==> src/rtl/char_banner_seq_pkg.sv <==
// Shared definitions for the Pong text overlay: ASCII codes, effect modes,
// banner identifiers and the mode decoder used by the banner sequencer.
package char_banner_seq_pkg;

   typedef enum logic [6:0] {
      BLANK  = 7'h20,
      EXCL   = 7'h21,
      PERIOD = 7'h2E,
      DIG_0  = 7'h30, DIG_1, DIG_2, DIG_3, DIG_4,
      DIG_5, DIG_6, DIG_7, DIG_8, DIG_9,
      COLON  = 7'h3A,
      CAP_A  = 7'h41, CAP_B, CAP_C, CAP_D, CAP_E, CAP_F, CAP_G,
      CAP_H, CAP_I, CAP_J, CAP_K, CAP_L, CAP_M, CAP_N,
      CAP_O, CAP_P, CAP_Q, CAP_R, CAP_S, CAP_T, CAP_U,
      CAP_V, CAP_W, CAP_X, CAP_Y, CAP_Z
   } ascii_e;

   typedef enum logic [1:0] {
      MODE_STATIC = 2'b00,
      MODE_BLINK  = 2'b01,
      MODE_TYPE   = 2'b10
   } mode_e;

   typedef enum logic [1:0] {
      MSG_START    = 2'd0,
      MSG_BLUE_WIN = 2'd1,
      MSG_RED_WIN  = 2'd2,
      MSG_PAUSED   = 2'd3
   } msg_e;

   localparam int BANNER_LEN = 16;

   // The reserved encoding 2'b11 behaves exactly like static.
   function automatic mode_e decode_mode(input logic [1:0] m);
      case (m)
         2'b01:   return MODE_BLINK;
         2'b10:   return MODE_TYPE;
         default: return MODE_STATIC;
      endcase
   endfunction

endpackage

==> src/rtl/char_banner_seq_table.sv <==
// Combinational banner text ROM: four fixed 16-character banners, column 0
// is the leftmost character.
module banner_text_table
   import char_banner_seq_pkg::*;
(
   input  logic [1:0] i_msg,
   input  logic [3:0] i_col,
   output logic [6:0] o_code
);

   localparam logic [127:0] TXT_START    = "START       GAME";
   localparam logic [127:0] TXT_BLUE_WIN = "BLUE PLAYER WINS";
   localparam logic [127:0] TXT_RED_WIN  = " RED PLAYER WINS";
   localparam logic [127:0] TXT_PAUSED   = "     PAUSED     ";

   logic [127:0] w_line;

   always_comb begin
      case (i_msg)
         MSG_START:    w_line = TXT_START;
         MSG_BLUE_WIN: w_line = TXT_BLUE_WIN;
         MSG_RED_WIN:  w_line = TXT_RED_WIN;
         default:      w_line = TXT_PAUSED;
      endcase
   end

   // String literals put column 0 in the top byte, so byte index = 15 - col.
   assign o_code = w_line[{~i_col, 3'b000} +: 7];

endmodule

==> src/rtl/char_banner_seq.sv <==
// Banner sequencer: latches a banner and effect on msg_load, advances blink /
// typewriter state on frame_tick, and registers the ASCII code for char_xy.
module char_banner_seq
   import char_banner_seq_pkg::*;
#(
   parameter int COLS         = 16,
   parameter int BLINK_FRAMES = 30,
   parameter int TYPE_FRAMES  = 4
) (
   input  logic                    clk,
   input  logic                    reset,
   input  logic                    frame_tick,
   input  logic                    msg_load,
   input  logic [1:0]              msg_sel,
   input  logic [1:0]              mode,
   input  logic [$clog2(COLS)-1:0] char_xy,
   output logic [6:0]              char_code,
   output logic                    done,
   output logic [1:0]              cur_msg
);

   localparam int CNT_LIM = (BLINK_FRAMES > TYPE_FRAMES) ? BLINK_FRAMES : TYPE_FRAMES;
   localparam int CNT_W   = (CNT_LIM > 1) ? $clog2(CNT_LIM) : 1;
   localparam int RW      = $clog2(COLS + 1);

   localparam logic [CNT_W-1:0] BLINK_LAST = CNT_W'(BLINK_FRAMES - 1);
   localparam logic [CNT_W-1:0] TYPE_LAST  = CNT_W'(TYPE_FRAMES - 1);
   localparam logic [RW-1:0]    REV_FULL   = RW'(COLS);

   mode_e            r_mode,  w_mode_nx;
   logic [1:0]       r_msg,   w_msg_nx;
   logic [CNT_W-1:0] r_cnt,   w_cnt_nx;
   logic             r_vis,   w_vis_nx;
   logic [RW-1:0]    r_rev,   w_rev_nx;
   logic             r_done,  w_done_nx;
   logic [6:0]       r_code,  w_code_nx;

   logic [6:0]  w_tbl_code;
   logic [31:0] w_xy_ext;
   logic [31:0] w_rev_ext;
   logic [RW-1:0] w_rev_inc;
   logic        w_show;

   banner_text_table u_table (
      .i_msg  (r_msg),
      .i_col  (char_xy[3:0]),
      .o_code (w_tbl_code)
   );

   assign w_xy_ext  = 32'(char_xy);
   assign w_rev_ext = 32'(r_rev);
   assign w_rev_inc = r_rev + RW'(1);

   // NOTE: every next-state value is given its hold value first, so no
   // branch leaves one unassigned and no latch is inferred.
   always_comb begin
      w_mode_nx = r_mode;
      w_msg_nx  = r_msg;
      w_cnt_nx  = r_cnt;
      w_vis_nx  = r_vis;
      w_rev_nx  = r_rev;
      w_done_nx = r_done;

      if (msg_load) begin
         w_msg_nx  = msg_sel;
         w_mode_nx = decode_mode(mode);
         w_cnt_nx  = '0;
         w_vis_nx  = 1'b1;
         w_rev_nx  = '0;
         w_done_nx = (decode_mode(mode) != MODE_TYPE);
      end else if (frame_tick) begin
         case (r_mode)
            MODE_BLINK: begin
               if (r_cnt == BLINK_LAST) begin
                  w_cnt_nx = '0;
                  w_vis_nx = ~r_vis;
               end else begin
                  w_cnt_nx = r_cnt + CNT_W'(1);
               end
            end
            MODE_TYPE: begin
               if (r_rev != REV_FULL) begin
                  if (r_cnt == TYPE_LAST) begin
                     w_cnt_nx  = '0;
                     w_rev_nx  = w_rev_inc;
                     w_done_nx = (w_rev_inc == REV_FULL);
                  end else begin
                     w_cnt_nx = r_cnt + CNT_W'(1);
                  end
               end
            end
            default: ;
         endcase
      end
   end

   // Columns past the banner width and unrevealed typewriter columns are blank.
   always_comb begin
      w_show = (w_xy_ext < 32'(BANNER_LEN)) && r_vis &&
               ((r_mode != MODE_TYPE) || (w_xy_ext < w_rev_ext));
      w_code_nx = w_show ? w_tbl_code : BLANK;
   end

   // NOTE: registers use non-blocking assignments so each one samples the
   // values present before the edge, independent of statement order.
   always_ff @(posedge clk) begin
      if (reset) begin
         r_mode <= MODE_STATIC;
         r_msg  <= '0;
         r_cnt  <= '0;
         r_vis  <= 1'b1;
         r_rev  <= '0;
         r_done <= 1'b1;
         r_code <= BLANK;
      end else begin
         r_mode <= w_mode_nx;
         r_msg  <= w_msg_nx;
         r_cnt  <= w_cnt_nx;
         r_vis  <= w_vis_nx;
         r_rev  <= w_rev_nx;
         r_done <= w_done_nx;
         r_code <= w_code_nx;
      end
   end

   assign char_code = r_code;
   assign done      = r_done;
   assign cur_msg   = r_msg;

endmodule

==> config.mk <==
export PLATFORM = sky130hd
export DESIGN_NAME = char_banner_seq
export DESIGN_NICKNAME = d
export VERILOG_FILES = /design/src/rtl/char_banner_seq_pkg.sv /design/src/rtl/char_banner_seq_table.sv /design/src/rtl/char_banner_seq.sv
export SDC_FILE = /design/constraint.sdc
export NUM_CORES = 1
export LEC_CHECK = 0
export CAP_MARGIN = 20
export CORE_ASPECT_RATIO = 2
export CORE_UTILIZATION = 49
export CTS_CLUSTER_SIZE = 28
export DETAILED_ROUTE_END_ITERATION = 8
export GPL_TIMING_DRIVEN = 0
export PLACE_DENSITY = 0.72
export SYNTH_ARGS = -nofsm -noshare
export SYNTH_HDL_FRONTEND = slang
export SYNTH_SLANG_ARGS = --single-unit
==> constraint.sdc <==
create_clock -name clk -period 2.23 [get_ports clk]
set_input_delay 0.223 -clock clk [delete_from_list [all_inputs] [get_ports clk]]
set_output_delay 0.223 -clock clk [all_outputs]
set_load 0.1 [all_outputs]
==> results of run 1 <==
==> where the power goes <==
group / internal (mW) / switching, mW / leakage (nW)
Combinational: 0.0940 / 0.204 / 0.561
Sequential: 0.427 / 0.00758 / 0.189
Clock: 0.125 / 0.142 / 0.0255
Total: 0.646 / 0.353 / 0.775
==> through the flow <==
step           setup TNS (ps)  hold WS, ps  setup WS (ps)  cells
4_1_cts                     0          277            151    261
3_5_place_dp             -211          485          -83.9    257
5_1_grt                     0          291           54.4    261
3_3_place_gp             -249          479          -99.7    257
6_report                    0          277            206    261
2_1_floorplan               0          370            262    206
==> worst max-delay path, stage by stage, from the launching register on <==
cell,delay [ps]
dfxtp_2,350
inv_1,130
ha_1,280
inv_1,120
ha_1,230
o211a_1,230
a2111oi_1,440
a311oi_1,90
==> cell families after synthesis <==
logic type / after synthesis / synth area share
AO/OA/AOI/OAI: 60 / 0.253
XOR/XNOR: 6 / 0.0307
adder cells (fa/ha/maj): 18 / 0.132
buffers and inverters: 27 / 0.0673
flip-flops: 23 / 0.269
multiplexers: 3 / 0.0176
AND/OR/NAND/NOR: 69 / 0.230
==> cell type report <==
| type | instances | area [µm²] |
|---|---|---|
| Fill cell | 316 | 1350 |
| Buffer | 12 | 60.1 |
| Tap cell | 32 | 40.0 |
| Sequential cell | 23 | 463 |
| Inverter | 15 | 56.3 |
| Timing Repair Buffer | 19 | 190 |
| Multi-Input combinational cell | 156 | 1130 |
| Clock buffer | 3 | 41.3 |
| Clock inverter | 1 | 5.00 |
==> what timing repair did <==
action	CTS	global route
hold buffers	0	0
gates resized for setup	0	3
endpoints found under the setup margin	0	2
setup buffers	0	0
==> sequential cells by signal, indices dropped and copies added (netlist names) <==
signal / count
r_vis: 1
r_mode: 2
r_cnt: 5
done: 1
r_rev: 5
cur_msg: 2
char_code: 7
==> layout by cell type, fill, tap and decap left out, drive strengths merged, types with 3 or more instances in the layout <==
| cell type | n |
|---|---|
| ha | 18 |
| nor2 | 11 |
| o211ai | 4 |
| nand2b | 6 |
| inv | 15 |
| xnor2 | 4 |
| a211oi | 5 |
| nor3 | 5 |
| a311oi | 5 |
| dfxtp | 23 |
| o21ai | 11 |
| clkdlybuf4s50 | 19 |
| a31oi | 3 |
| buf | 6 |
| nor2b | 7 |
| nand3 | 11 |
| mux2i | 3 |
| a21oi | 15 |
| or3 | 4 |
| nand2 | 10 |
| clkbuf | 9 |
==> worst min path at each step <==
stage,from,to,slack (ps),cells past startpoint
after floorplan,msg_sel[0],cur_msg[0],370,2
after global placement,r_vis,r_vis,480,2
after detailed placement,r_vis,r_vis,490,2
after CTS,msg_load,r_vis,280,3
after global routing,msg_load,r_vis,290,3
final,reset,cur_msg[1],280,2
==> routing by layer <==
layer / vias to the layer above / part of all wire / routed length, µm / global-route usage
met4: 0 / 0.024 / 98 / 0.111
met2: 26 / 0.59 / 2440 / 0.480
li1: 798 / - / - / -
met3: 10 / 0.015 / 63 / 0.0211
met5: - / 0 / 0 / 0
met1: 752 / 0.37 / 1540 / 0.225
==> flow_metrics.py, run 1 <==
metrics = {
    "clock_network": {
        "cts_buffers": 3,
        "clkTransAtPathRegs_ps": 80,
        "clock_tree.buffer_depth": 2,
        "cts_root_buf": "clkbuf_8",
        "htreeDepth": 1,
        "clock_latency_ps": 270,
        "clkSinkCount": 23,
        "cts_tree": "built",
    },
    "power": {
        "powerDensity_nw_per_um2": 502,
        "power_uw": 999,
        "vdd_drop_max_mv": 0.364,
        "p_leak_nw": 0.775,
    },
    "sta": {
        "drv_slew": 0,
        "fmax_mhz": 494,
        "finalClockSkew_ps": 3.30,
        "min_period_ps": 2020,
        "finalHoldViolations": 0,
        "worst_slew_pin_slew_ps": 975,
        "setup_viol": 0,
        "period_share": 0.908,
        "rsz0062_at_grt": "no",
        "slew_headroom": 0.348,
    },
    "die": {
        "io_pins": 22,
        "rows": 30,
        "initial_core_util": 0.512,
        "die_area_um2": 3740,
        "dieHeight_um": 85.5,
        "core-area_um2": 3340,
        "fp.dieW_um": 43.8,
    },
    "place": {
        "io_buffers": 19,
        "place_area_um2": 1940,
        "gp_congestion": 0.980,
        "dp_hpwl_um": 3210,
    },
    "layout": {
        "post-route-util": 0.596,
        "drive_gt1_frac": 0.0873,
        "fin_area_um2": 1990,
        "antenna_cells": 0,
        "areaGrowthSynthToFinish_pct": 16.5,
        "nNetsFinal": 260,
    },
    "route": {
        "ant_nets": 0,
        "drc_errors": 1,
        "dr.pass1.iters": 6,
        "viasPerCell": 6.08,
        "wl_per_cell_um": 15.9,
        "drt-total-wl_um": 4140,
        "drtIter0Drc": 29,
        "via_count": 1586,
    },
    "worst_setup_path": {
        "cp-end-kind": "flop",
        "cp.required_ps": 2360,
        "r2r_end": "char_code[0]",
        "r2r_cells": 7,
        "r2r_slack_ps": 210,
        "cp_max_fo": 5,
        "crit_type": "reg -> reg",
        "start_kind": "flop",
        "worstSetupEndpoint": "char_code[0]",
        "rr_startpoint": "cur_msg[0]",
        "arrival_ps": 2150,
        "crit_start": "cur_msg[0]",
    },
    "synthesis": {
        "synth_cell_type_count": 53,
        "synth_area_leader_cell": "dfxtp_1",
        "yosysSeqAreaShare": 0.269,
        "ys_seq_elements": 23,
        "synth_cells": 206,
        "synthArstFlopShare": 0,
        "ys.flop_type": "dfxtp_1",
        "post_synth.cell_area_avg_um2": 8.30,
        "synth_area_um2": 1710,
        "synth_warnings": 0,
        "synthTopCellsByCount": "dfxtp_1 (23), ha_1 (18), inv_1 (15)",
        "yosys.area.top_type_share": 0.269,
        "postSynthNetCount": 236,
        "synth_area_leaders": "dfxtp_1 (27%), ha_1 (13%), a21oi_1 (4.1%), inv_1 (3.3%), nand3_1 (3.2%)",
        "synth_most_common_cell": "dfxtp_1",
        "synth_edf_count": 0,
    },
    "grt": {
        "antenna_found_initial": 0,
        "grt_pass1_vias": 1557,
        "grt.total_usage": 0.240,
        "overflow": 0,
        "grt_pass1_wl_um": 6900,
        "grt_max_degree": 14,
    },
    "run": {
        "cap_violations": 0,
    },
    "hold_path": {
        "hold_class": "in -> reg",
    },
    "outcome": {
        "status": "complete, but fails checks",
        "violations": "DRC",
    },
}
Note: power is estimated with default switching activity, not from simulation.
==> run 2, diff against run 1 <==
- CORE_UTILIZATION: 49 -> 55
- PLACE_DENSITY: 0.72 -> 0.79
==> run 2 against run 1 <==
  * The run now ends clean
  * Fmax shrank 1.8%
  * Power shrank 0.23%
  * Clock power shrank 2%
  * Combinational power is essentially flat
  * Global-route usage grew 2.3 points
  * Count of clock-buffer cells in the layout is the same
  * Sequential share of layout area grew 0.059 points
  * Non-clock buffer count is the same
  * Core utilization grew 7.9 points
  * Critical path depth is the same
  * First-iteration DRC count grew 93%
  * Final cell count shrank 0.77%
  * Critical path type unchanged
==> flow_metrics.py, run 2 (synthesized netlist as in run 1, its figures left out) <==
metrics = {
    "outcome": {
        "status": "finished clean",
    },
    "route": {
        "dr.pass1.iters": 4,
        "wl_per_cell_um": 16.5,
        "drtIter0Drc": 56,
        "drc_errors": 0,
        "via_count": 1614,
        "viasPerCell": 6.23,
        "drt-total-wl_um": 4280,
        "ant_nets": 0,
    },
    "layout": {
        "fin_area_um2": 1990,
        "final_cell_mix": "dfxtp_1 (21), clkdlybuf4s50_1 (19), ha_1 (18), inv_1 (15), a21oi_1 (14)",
        "multi_input_area_um2": 1130,
        "antenna_cells": 0,
        "drive_gt1_frac": 0.0830,
        "stdcell_count": 259,
        "areaGrowthSynthToFinish_pct": 16.2,
        "nFillCells": 246,
        "nNetsFinal": 260,
        "ff_latch_area_um2": 463,
        "final_common_cell": "dfxtp_1",
        "largest_reg_flops": 7,
    },
    "die": {
        "io_pins": 22,
        "fp.dieW_um": 41.4,
        "dieHeight_um": 80.8,
        "core-area_um2": 2940,
        "initial_core_util": 0.581,
        "rows": 28,
        "die_area_um2": 3350,
    },
    "worst_setup_path": {
        "cp.required_ps": 2350,
        "start_kind": "flop",
        "r2r_end": "char_code[0]",
        "worstSetupEndpoint": "char_code[0]",
        "cp_max_fo": 5,
        "r2r_slack_ps": 170,
        "rr_startpoint": "cur_msg[0]",
        "arrival_ps": 2180,
        "r2r_cells": 7,
        "crit_start": "cur_msg[0]",
        "crit_type": "reg -> reg",
        "cp-end-kind": "flop",
    },
    "clock_network": {
        "cts_buffers": 3,
        "cts_tree": "built",
        "htreeDepth": 1,
        "postCtsSetupBuffers": 0,
        "clkSinkCount": 23,
        "clkTransAtPathRegs_ps": 90,
        "clock_latency_ps": 260,
        "clock_tree.buffer_depth": 2,
        "ctsResizeCount": 0,
        "cts_root_buf": "clkbuf_8",
        "ctsHoldBuffers": 0,
    },
    "sta": {
        "slew_headroom": 0.354,
        "finalClockSkew_ps": 3.98,
        "fin_tns_setup_ps": 0,
        "worst_slew_pin_slew_ps": 966,
        "finalHoldViolations": 0,
        "layout_setup_ws_ps": 168,
        "setup_viol": 0,
        "drv_slew": 0,
        "rsz0062_at_grt": "no",
        "period_share": 0.925,
        "fmax_mhz": 485,
        "min_period_ps": 2060,
    },
    "hold_path": {
        "hold_class": "in -> reg",
    },
    "grt": {
        "grt_pass1_vias": 1659,
        "grt.total_usage": 0.263,
        "grt_max_degree": 14,
        "antenna_found_initial": 0,
        "grt_pass1_wl_um": 7010,
        "overflow": 0,
    },
    "place": {
        "gp_congestion": 0.920,
        "dp_hpwl_um": 3450,
        "preCtsSetupSlack_ps": -22.3,
        "io_buffers": 19,
        "dp.cells": 255,
        "place_area_um2": 1940,
    },
    "power": {
        "p_leak_nw": 0.772,
        "power_uw": 997,
        "powerDensity_nw_per_um2": 502,
        "vdd_drop_max_mv": 0.500,
    },
    "run": {
        "cap_violations": 0,
    },
}
run 2: worst min path at each step:
stage / start / endpoint / slack (ps) / cells past startpoint
finish: msg_load / r_vis / 300 / 3
global route: msg_load / r_vis / 330 / 3
CTS: reset / cur_msg[0] / 300 / 2
detailed placement: r_vis / r_vis / 480 / 2
global placement: r_mode[1] / r_mode[1] / 480 / 2
floorplan: msg_sel[0] / cur_msg[0] / 370 / 2
run 2: critical path, stage by stage (launching register included):
cell and delay, ps:
dfxtp_2 350, inv_1 120, ha_1 300, inv_1 140, ha_1 230, o211a_1 230, a2111oi_0 440, a311oi_1 100
run 2: cell type report:
class,count,area share
Inverter,15,0.0284
Tap cell,30,0.0189
Clock buffer,3,0.0208
Buffer,12,0.0296
Clock inverter,1,0.00252
Timing Repair Buffer,19,0.0958
Multi-Input combinational cell,156,0.571
Sequential cell,23,0.233
run 2: routing by layer:
layer  wire length, µm  vias to the layer above  global-route usage  share of wire
met1              1470                      762               0.237           0.34
met3                98                       18              0.0267          0.023
li1                  -                      790                   -              -
met2              2480                       44               0.520           0.58
met4               222                        0               0.187          0.052
met5                 0                        -                   0              0
run 2: power by group:
part	internal, mW	switching, mW
clock network	0.125	0.137
registers	0.427	0.00785
logic	0.0933	0.208
total	0.645	0.352
run 2: metrics by stage:
stage / hold slack, ps / utilization
2_1_floorplan: 370 / -
3_3_place_gp: 476 / 0.659
3_5_place_dp: 484 / 0.659
4_1_cts: 299 / 0.675
5_1_grt: 326 / 0.675
6_report: 299 / 0.675
==> run 3, diff against run 2 <==
- SYNTH_HIERARCHICAL: default -> 1
==> run 3 against run 2 <==
  * Cell area increased by 5.8%
  * Sequential share of layout area is 1.3 points lower
  * Final cell count rose by 3.9%
  * Flip-flop and latch count stayed put
  * Register-to-register slack improved by 30 ps
  * Non-clock buffer count is 2 higher
  * Critical path type is now in -> reg
  * Critical endpoint is now char_code[4]
==> flow_metrics.py, run 3 <==
metrics = {
    "clock_network": {
        "cts_buffers": 3,
        "postCtsSetupBuffers": 0,
        "cts_tree": "built",
        "cts_root_buf": "clkbuf_8",
        "clkTransAtPathRegs_ps": 80,
        "clock_tree.buffer_depth": 2,
        "clock_latency_ps": 260,
        "htreeDepth": 1,
        "clkSinkCount": 23,
        "ctsHoldBuffers": 0,
    },
    "synthesis": {
        "synth_area_leaders": "dfxtp_1 (25%), ha_1 (10%), mux2i_1 (3.9%), nor2_1 (3.7%), xnor2_1 (3.4%)",
        "ys.flop_type": "dfxtp_1",
        "synth_most_common_cell": "dfxtp_1",
        "synth_compound_area_frac": 0.216,
        "synth_top_family_by_area": "simple AND/OR/NAND/NOR gates",
        "synthTopCellsByCount": "dfxtp_1 (23), nor2_1 (18), ha_1 (15)",
        "synth_cell_type_count": 62,
        "synth_area_leader_cell": "dfxtp_1",
        "synthMuxAreaShare": 0.0449,
        "synthSimpleGateAreaFrac": 0.250,
        "synth_cells": 214,
        "yosysSeqAreaShare": 0.254,
        "postSynthNetCount": 241,
        "synth_fa_ha_area_frac": 0.104,
        "yosys.area.top_type_share": 0.254,
        "synthArstFlopShare": 0,
        "synth_warnings": 6,
        "ys_seq_elements": 23,
        "post_synth.cell_area_avg_um2": 8.47,
        "synth_edf_count": 0,
        "synth-xor-area-share": 0.0532,
        "synth_area_um2": 1810,
    },
    "route": {
        "dr.pass1.iters": 4,
        "drtIter0Drc": 33,
        "viasPerCell": 6.20,
        "ant_nets": 0,
        "wl_per_cell_um": 16.6,
        "drc_errors": 0,
        "via_count": 1669,
        "drt-total-wl_um": 4460,
    },
    "worst_setup_path": {
        "r2r_cells": 6,
        "critical_path.max_stage_delay_ps": 600,
        "crit_type": "in -> reg",
        "r2r_slack_ps": 200,
        "arrival_ps": 2190,
        "r2r_end": "char_code[4]",
        "cp-end-kind": "flop",
        "start_kind": "input port",
        "critPathBufInv": 1,
        "cp.required_ps": 2350,
        "cp_max_fo": 8,
        "cp_num_cells": 6,
        "critical_path.top_delay_family": "simple AND/OR/NAND/NOR gates",
        "rr_startpoint": "r_rev[3]",
        "path_cells": "clkdlybuf4s50_1 -> ha_1 -> nor2_1 -> or4b_2 -> nand3b_1 -> a21boi_0",
        "critPathSlowestCell": "or4b_2",
    },
    "sta": {
        "drv_slew": 0,
        "period_share": 0.931,
        "fmax_mhz": 482,
        "finalClockSkew_ps": 1.18,
        "slew_headroom": 0.351,
        "min_period_ps": 2080,
        "worst_slew_pin_slew_ps": 970,
        "setup_viol": 0,
        "rsz0062_at_grt": "no",
        "finalHoldViolations": 0,
    },
    "layout": {
        "largest_reg_flops": 7,
        "ff_latch_area_um2": 463,
        "areaGrowthSynthToFinish_pct": 16.0,
        "final_cell_mix": "dfxtp_1 (21), clkdlybuf4s50_1 (20), nor2_1 (18), ha_1 (15), inv_1 (14)",
        "drive_gt1_frac": 0.130,
        "nNetsFinal": 266,
        "antenna_cells": 0,
        "post-route-util": 0.665,
        "final_common_cell": "dfxtp_1",
        "nFillCells": 287,
        "multi_input_area_um2": 1210,
        "stdcell_count": 269,
    },
    "die": {
        "core-area_um2": 3160,
        "dieHeight_um": 83.2,
        "initial_core_util": 0.574,
        "rows": 29,
        "io_pins": 22,
        "fp.dieW_um": 42.6,
        "die_area_um2": 3540,
    },
    "place": {
        "io_buffers": 20,
        "dp_hpwl_um": 3500,
        "dp.cells": 265,
        "gp_congestion": 0.922,
    },
    "run": {
        "cap_violations": 0,
    },
    "power": {
        "powerDensity_nw_per_um2": 489,
        "power_mw": 1.03,
        "power.switching_uw": 363,
        "p_leak_nw": 0.776,
        "seq_power_share": 0.425,
        "p_sw_frac": 0.353,
        "clkPwrFrac": 0.247,
        "power.share.combinational": 0.328,
        "p_int_uw": 665,
        "vdd_drop_max_mv": 0.382,
    },
    "hold_path": {
        "hp-start": "msg_load",
        "hold_class": "in -> reg",
        "holdPathStages": 3,
        "hold_end": "cur_msg[0]",
    },
    "grt": {
        "grt.total_usage": 0.273,
        "grt_pass1_wl_um": 7420,
        "overflow": 0,
        "antenna_found_initial": 0,
        "grt_max_degree": 14,
        "grt_pass1_vias": 1637,
    },
    "outcome": {
        "status": "finished clean",
    },
}
==> run 3: changes by cell type in the layout (fill, tap and decap cells not counted), moves of 4 or more <==
cell and delta:
nor2_1 +7, a21boi_0 +6, nand3_1 -5, a211oi_1 -4
a311oi_1 -4, clkbuf_1 -4, mux2i_1 +4, nand2_1 -4
nand4_1 +4, o21ai_0 -4
==> run 3: cells by family (layout without fill, tap and decap cells) <==
family / Yosys count / in the layout
and+or+nand+nor: 73 / 73
AOI/OAI and AO/OA: 56 / 56
buffers and inverters: 28 / 52
DFF: 23 / 23
adders and majority gates: 15 / 15
xor gates and xnor gates: 11 / 11
muxes: 8 / 8
==> run 3: worst register-to-register path, delay by kind of cell, from the launching register on <==
kind                     cells  cell delay, ps
AND/OR/NAND/NOR              3             900
adder cells (fa/ha/maj)      1             280
AO/OA/AOI/OAI                1             150
buffers and inverters        1             110
flip-flops                   1             450
==> run 3: timing repair <==
| item | in CTS | in global routing |
|---|---|---|
| endpoints found under the hold margin | 0 | 0 |
| setup endpoints to repair | 0 | 1 |
| gates resized for setup | 0 | 1 |
==> run 3: worst max path at each step <==
stage / from / end / slack [ps]
after CTS: char_xy[3] / char_code[0] / 190
after global placement: char_xy[3] / char_code[1] / -90
after detailed placement: char_xy[3] / char_code[0] / -70
final: char_xy[3] / char_code[4] / 150
after global routing: char_xy[3] / char_code[1] / 90
after floorplan: cur_msg[0] / char_code[6] / 130
==> run 3: metrics by stage <==
step / setup WS [ps] / setup TNS, ps / area, µm² / hold WS (ps)
3_5_place_dp: -72.3 / -364 / 2050 / 497
5_1_grt: 91.9 / 0 / 2100 / 263
4_1_cts: 191 / 0 / 2100 / 260
3_3_place_gp: -90.4 / -491 / 2050 / 495
2_1_floorplan: 135 / 0 / 1810 / 288
6_report: 154 / 0 / 2100 / 265
==> run 3: area by class of cell <==
| class | instances | share of cell area |
|---|---|---|
| Multi-Input combinational cell | 163 | 0.576 |
| Inverter | 15 | 0.0268 |
| Sequential cell | 23 | 0.220 |
| Tap cell | 31 | 0.0185 |
| Clock inverter | 1 | 0.00238 |
| Clock buffer | 3 | 0.0197 |
| Timing Repair Buffer | 20 | 0.0953 |
| Buffer | 13 | 0.0411 |
==> run 3: power groups by stage <==
stage	sequential, mW	clock [mW]	combinational, mW
floorplan	0.551	0	0.138
global placement	0.446	0	0.334
global route	0.439	0.280	0.357
finish	0.436	0.254	0.338
detailed placement	0.447	0	0.333
CTS	0.437	0.265	0.334
==> run 3: layer usage <==
metal  up-vias  track usage  wire length (µm)
met5         -            0                 0
met4         0        0.196               330
met3        22       0.0196               110
met2        47        0.524              2550
met1       783        0.247              1470
li1        817            -                 -
